File: config.mk
export PLATFORM = sky130hd
export DESIGN_NAME = tart_frame_sequencer_flat
export DESIGN_NICKNAME = d
export VERILOG_FILES = /design/src/rtl/tart_frame_sequencer_if.sv /design/src/rtl/tart_frame_sequencer.sv /design/src/flat_wrapper.sv
export SDC_FILE = /design/constraint.sdc
export NUM_CORES = 1
export LEC_CHECK = 0
export ABC_AREA = 1
export CORE_ASPECT_RATIO = 0.75
export CORE_MARGIN = 5
export CORE_UTILIZATION = 49
export CTS_BUF_LIST = sky130_fd_sc_hd__clkbuf_4 sky130_fd_sc_hd__clkbuf_8 sky130_fd_sc_hd__clkbuf_16
export CTS_CLUSTER_SIZE = 24
export DETAILED_ROUTE_END_ITERATION = 6
export PLACE_DENSITY = 0.87
export SYNTH_ARGS = -nofsm -noshare
export SYNTH_HDL_FRONTEND = slang
export SYNTH_SLANG_ARGS = --single-unit
export TNS_END_PERCENT = 10
File: constraint.sdc
create_clock -name sig_clock -period 2.9 [get_ports sig_clock]
set_input_delay 0.435 -clock sig_clock [delete_from_list [all_inputs] [get_ports sig_clock]]
set_output_delay 0.435 -clock sig_clock [all_outputs]
set_load 0.01 [all_outputs]
File: src/rtl/tart_frame_sequencer_if.sv
// Sample stream bundle between the frame sequencer and the correlator.
// The master drives valid/last/data, and the slave returns ready.
interface tart_frame_sequencer_if #(
    parameter int WIDTH = 32
) ();
    logic             sig_valid;
    logic             sig_ready;
    logic             sig_last;
    logic [WIDTH-1:0] sig_idata;
    logic [WIDTH-1:0] sig_qdata;

    modport master (
        output sig_valid,
        output sig_last,
        output sig_idata,
        output sig_qdata,
        input  sig_ready
    );

    modport slave (
        input  sig_valid,
        input  sig_last,
        input  sig_idata,
        input  sig_qdata,
        output sig_ready
    );
endinterface

File: src/rtl/tart_frame_sequencer.sv
// Frame-aligned I/Q sample sequencer with a small skid FIFO toward the correlator.
// Optional macro TART_SEQ_DROPCOUNT_EN adds a saturating dropped-sample counter.
module tart_frame_sequencer #(
    parameter int WIDTH  = 32,
    parameter int LBITS  = 10,
    parameter int ABITS  = 2,
    parameter int FCBITS = 16
) (
    input  logic                 sig_clock,
    input  logic                 reset_n,
    input  logic                 enable_i,
    input  logic [LBITS-1:0]     len_i,
    input  logic                 src_valid_i,
    input  logic [WIDTH-1:0]     src_idata_i,
    input  logic [WIDTH-1:0]     src_qdata_i,
    tart_frame_sequencer_if.master sig,
    output logic                 busy_o,
    output logic [FCBITS-1:0]    frame_count_o,
    output logic                 overflow_o,
    output logic [15:0]          drop_count_o
);

    localparam int DEPTH = 1 << ABITS;
    localparam int EW    = 2 * WIDTH + 1;

    typedef enum logic [1:0] {
        IDLE,
        RUN,
        STOP
    } state_t;

    state_t            state_q, state_d;
    logic [LBITS-1:0]  pos_q, pos_d;
    logic [LBITS-1:0]  len_q, len_d;
    logic [ABITS:0]    wr_q, wr_d;
    logic [ABITS:0]    rd_q, rd_d;
    logic [EW-1:0]     mem_q [DEPTH];
    logic [EW-1:0]     mem_d [DEPTH];
    logic [FCBITS-1:0] fc_q, fc_d;
    logic              ovf_q, ovf_d;

    logic             empty;
    logic             full;
    logic             pop;
    logic             take;
    logic             is_last;
    logic             push;
    logic             drop;
    logic [EW-1:0]    head;
    logic [ABITS-1:0] tail_idx;

    assign empty    = (wr_q == rd_q);
    assign full     = (wr_q[ABITS] != rd_q[ABITS]) &&
                      (wr_q[ABITS-1:0] == rd_q[ABITS-1:0]);
    assign head     = mem_q[rd_q[ABITS-1:0]];
    assign pop      = !empty && sig.sig_ready;
    assign is_last  = (pos_q == len_q);
    assign tail_idx = wr_q[ABITS-1:0] - ABITS'(1);

    assign sig.sig_valid = !empty;
    assign sig.sig_last  = head[EW-1];
    assign sig.sig_idata = head[2*WIDTH-1:WIDTH];
    assign sig.sig_qdata = head[WIDTH-1:0];

    assign busy_o        = (state_q != IDLE) || !empty;
    assign frame_count_o = fc_q;
    assign overflow_o    = ovf_q;

    always_comb begin
        state_d = state_q;
        pos_d   = pos_q;
        len_d   = len_q;
        take    = 1'b0;
        unique case (state_q)
            IDLE: begin
                if (enable_i) begin
                    state_d = RUN;
                    len_d   = len_i;
                    pos_d   = '0;
                end
            end
            RUN: begin
                take = src_valid_i;
                if (!enable_i) state_d = STOP;
            end
            STOP: begin
                if (enable_i) begin
                    take    = src_valid_i;
                    state_d = RUN;
                end else if (pos_q == '0) begin
                    state_d = IDLE;
                end else begin
                    take = src_valid_i;
                    if (src_valid_i && is_last) state_d = IDLE;
                end
            end
            default: state_d = IDLE;
        endcase
        // Position advances even for dropped samples to keep frames time-aligned.
        if (take) begin
            if (is_last) begin
                pos_d = '0;
                len_d = len_i;
            end else begin
                pos_d = pos_q + LBITS'(1);
            end
        end
    end

    always_comb begin
        mem_d = mem_q;
        wr_d  = wr_q;
        rd_d  = rd_q;
        push  = take && (!full || pop);
        drop  = take && full && !pop;
        if (push) begin
            mem_d[wr_q[ABITS-1:0]] = {is_last, src_idata_i, src_qdata_i};
            wr_d = wr_q + (ABITS+1)'(1);
        end
        // A dropped frame end is folded into the tail so the frame still closes.
        if (drop && is_last) mem_d[tail_idx][EW-1] = 1'b1;
        if (pop) rd_d = rd_q + (ABITS+1)'(1);
        fc_d  = fc_q;
        if (pop && head[EW-1]) fc_d = fc_q + FCBITS'(1);
        ovf_d = ovf_q | drop;
    end

    always_ff @(posedge sig_clock) begin
        if (!reset_n) begin
            state_q <= IDLE;
            pos_q   <= '0;
            len_q   <= '0;
            wr_q    <= '0;
            rd_q    <= '0;
            fc_q    <= '0;
            ovf_q   <= 1'b0;
        end else begin
            state_q <= state_d;
            pos_q   <= pos_d;
            len_q   <= len_d;
            wr_q    <= wr_d;
            rd_q    <= rd_d;
            fc_q    <= fc_d;
            ovf_q   <= ovf_d;
        end
    end

    always_ff @(posedge sig_clock) begin
        mem_q <= mem_d;
    end

`ifdef TART_SEQ_DROPCOUNT_EN
    logic [15:0] dc_q, dc_d;

    always_comb begin
        dc_d = dc_q;
        if (drop && (dc_q != 16'hFFFF)) dc_d = dc_q + 16'd1;
    end

    always_ff @(posedge sig_clock) begin
        if (!reset_n) dc_q <= '0;
        else          dc_q <= dc_d;
    end

    assign drop_count_o = dc_q;
`else
    assign drop_count_o = '0;
`endif

endmodule

File: src/flat_wrapper.sv
// flat-port wrapper written by rule: the top's interface ports become plain ports
module tart_frame_sequencer_flat 
#(
    parameter int WIDTH  = 32,
    parameter int LBITS  = 10,
    parameter int ABITS  = 2,
    parameter int FCBITS = 16
)
  (sig_clock, reset_n, enable_i, len_i, src_valid_i, src_idata_i, src_qdata_i, busy_o, frame_count_o, overflow_o, drop_count_o, sig_sig_valid, sig_sig_last, sig_sig_idata, sig_sig_qdata, sig_sig_ready);
  tart_frame_sequencer_if #(.WIDTH(WIDTH)) sig_i ();
  input  logic sig_clock;
  input  logic reset_n;
  input  logic enable_i;
  input  logic [LBITS-1:0] len_i;
  input  logic src_valid_i;
  input  logic [WIDTH-1:0] src_idata_i;
  input  logic [WIDTH-1:0] src_qdata_i;
  output logic busy_o;
  output logic [FCBITS-1:0] frame_count_o;
  output logic overflow_o;
  output logic [15:0] drop_count_o;
  output wire logic [$bits(sig_i.sig_valid)-1:0] sig_sig_valid;
  output wire logic [$bits(sig_i.sig_last)-1:0] sig_sig_last;
  output wire logic [$bits(sig_i.sig_idata)-1:0] sig_sig_idata;
  output wire logic [$bits(sig_i.sig_qdata)-1:0] sig_sig_qdata;
  input wire logic [$bits(sig_i.sig_ready)-1:0] sig_sig_ready;
  assign sig_sig_valid = sig_i.sig_valid;
  assign sig_sig_last = sig_i.sig_last;
  assign sig_sig_idata = sig_i.sig_idata;
  assign sig_sig_qdata = sig_i.sig_qdata;
  assign sig_i.sig_ready = sig_sig_ready;
  tart_frame_sequencer #(.WIDTH(WIDTH), .LBITS(LBITS), .ABITS(ABITS), .FCBITS(FCBITS)) u_core (.sig_clock(sig_clock), .reset_n(reset_n), .enable_i(enable_i), .len_i(len_i), .src_valid_i(src_valid_i), .src_idata_i(src_idata_i), .src_qdata_i(src_qdata_i), .sig(sig_i), .busy_o(busy_o), .frame_count_o(frame_count_o), .overflow_o(overflow_o), .drop_count_o(drop_count_o));
endmodule
==> results.py <==
metrics = {
    "run_status": {
        "status": "completed",
    },
    "pwr": {
        "powerDensity_mw_per_mm2": 955,
        "total_power_w": 0.0149,
        "p_leak_nw": 5.46,
        "vdd_drop_max_mv": 0.805,
    },
    "synth": {
        "synth.largest_area_cell": "edfxtp_1",
        "avgSynthCellArea_sq_um": 11.6,
        "synth_common_cells": "edfxtp_1, nor2_1, o21ai_0",
        "netlist.area_leader.share_pct": 61.5,
        "synth_edf_count": 256,
        "yosys-top-cells-area": "edfxtp_1, dfxtp_1, o21ai_0",
        "synthArstFlopShare_pct": 0,
        "synth_area_sq_mm": 0.0125,
        "synth_cell_types": 32,
        "postSynthCellCount": 1079,
        "synth_seq_cells": 305,
        "synth_most_common_cell": "edfxtp_1",
        "yosysWarnings": 0,
        "synthFlopType": "edfxtp_1",
        "yosysSeqAreaShare_pct": 69.4,
    },
    "setup_path": {
        "crit_buf_inv": 3,
        "critPathMaxStageDelay_ps": 620,
        "cpMaxStageDelayCell": "clkdlybuf4s50_1",
        "rrSetupSlack_ps": 560,
        "arrival_ps": 2340,
        "critPathKind": "flip-flop to output pin",
        "path_cells": "inv_6, buf_12, o21ai_0, o22ai_1, clkdlybuf4s50_1",
        "required_ps": 2470,
        "startpoint_type": "flip-flop",
        "critical-path-top-delay-family": "buffers and inverters",
        "path_max_fanout": 37,
        "end_kind": "output pin",
    },
    "floorplan": {
        "core_sq_mm": 0.0250,
        "fp.dieH_um": 148,
        "dieArea_sq_mm": 0.0288,
        "boundaryPins": 179,
        "initial_core_util_pct": 49.9,
        "placementRows": 50,
        "dieWidth_um": 194,
    },
    "routing": {
        "num_vias": 8726,
        "antenna_left": 0,
        "firstDrtPassIters": 5,
        "drc": 0,
        "wl_per_cell_um": 18.0,
        "drt_iter0_drc": 677,
        "routed_wl_um": 28700,
        "avgViaCountPerCell": 5.47,
    },
    "clock_tree": {
        "cts_root_buf": "clkbuf_16",
        "clock_path_buffers": 3,
        "cts_tree": "built",
        "clock-sinks": 305,
        "htreeDepth": 1,
        "cts_setup_buffers": 0,
        "clk_pin_slew_ps": 60,
        "cts_hold_buf": 0,
        "worstSkewPairLatency_ps": 540,
        "cts_buffers": 30,
    },
    "global_routing": {
        "grt_pass1_wl_um": 44600,
        "grt_max_degree": 73,
        "grtUsageTotal_pct": 18.9,
        "antenna_found_initial": 0,
        "grt-ovfl-total": 0,
        "grt_pass1_vias": 8505,
    },
    "timing": {
        "skew_ps": 15.3,
        "drv_slew": 0,
        "rsz0062_at_grt": "no",
        "period_share_pct": 95.7,
        "setup_tns_ps": 0,
        "worstMarginPinSlew_ps": 722,
        "slew_headroom_pct": 51.8,
        "fmax_mhz": 360,
        "hold_violations": 0,
        "fin_ws_ps": 123,
        "fin_crit_ps": 2780,
        "setup_viol": 0,
    },
    "cells_and_area": {
        "drive_above_1_share_pct": 8.51,
        "final_core_util_pct": 62.3,
        "diodes": 0,
        "nets": 1326,
        "fin_cells": 1595,
        "area_growth_pct": 24.8,
    },
    "place": {
        "io_buffers": 162,
        "post-place-ws_ps": 459,
        "routabilityCongestion": 0.898,
        "place_inst": 1539,
        "post-dp-hpwl_um": 18100,
    },
    "flow_run": {
        "drv_cap": 0,
    },
    "worst_hold_path": {
        "holdCritPathClass": "flip-flop to flip-flop",
    },
}
==> where the power goes <==
part | switching [W] | internal [W]
combinational | 0.00309 | 0.00245
clock | 0.00159 | 0.00262
sequential | 0.000120 | 0.00502
==> worst reg2reg max path, delay by kind of cell (launching register included) <==
family / cells / cell delay (ps)
buf+inv: 3 / 950
xor+xnor: 1 / 180
flops: 1 / 350
simple gates: 3 / 540
==> area by class of cell <==
cell class	count	area, sq um
fillers	1846	9430
flip-flops and latches	305	8670
multi-input cells	663	3310
repair buffers	182	1890
clock buffers	39	860
well taps	338	423
clock inverters	17	243
inverters	51	198
==> cells in the final DEF, fill, tap and decap left out, drive strengths merged, types with 20 or more instances in the layout <==
cell type	synthesis	routed
a21oi	33	33
buf	35	20
clkbuf	40	39
clkdlybuf4s50	0	162
dfxtp	49	49
edfxtp	256	256
inv	51	50
nand2	120	120
nand3	32	32
nor2	182	182
o21ai	143	143
o22ai	65	65
==> path summary, 6_finish.rpt <==
check | depth (start not counted) | endpoint | from
worst max-delay path | 5 | sig_sig_idata[10] | u_core.rd_q[0]
worst min-delay path | 2 | u_core.mem_q[194] | u_core.mem_q[194]
worst max register to register | 7 | flip-flop | u_core.rd_q[1]
worst min register to register | 2 | u_core.mem_q[194] | u_core.mem_q[194]
==> kinds of logic (layout without fill, tap and decap cells) <==
kind of cell	after synthesis	count (layout)	synth area share, %
AOI/OAI and AO/OA	242	242	10.4
xor gates and xnor gates	22	22	1.54
adders and majority gates	14	14	1.40
buffers and inverters	126	289	4.55
DFF	305	305	69.4
muxes	11	11	0.981
other	1	16	0.0300
and+or+nand+nor	358	358	11.7
==> layer usage <==
metal	vias up	share of wire, %	track usage [%]
li1	4113	-	-
met1	4214	44	25.8
met2	359	47	31.8
met3	40	7.5	4.37
met4	0	1.5	3.58
met5	-	0	0
==> timing repair <==
| item | CTS | global route |
|---|---|---|
| pin swaps | 0 | 0 |
| setup endpoints to repair | 2 | 11 |
| resized for setup | 1 | 5 |
==> stage by stage <==
step	cell area, sq um	hold WS [ps]
floorplan	12600	437
global placement	14500	461
detailed placement	14500	458
CTS	15600	475
global route	15600	509
finish	15600	474
Power figures use the tool's default switching activity.
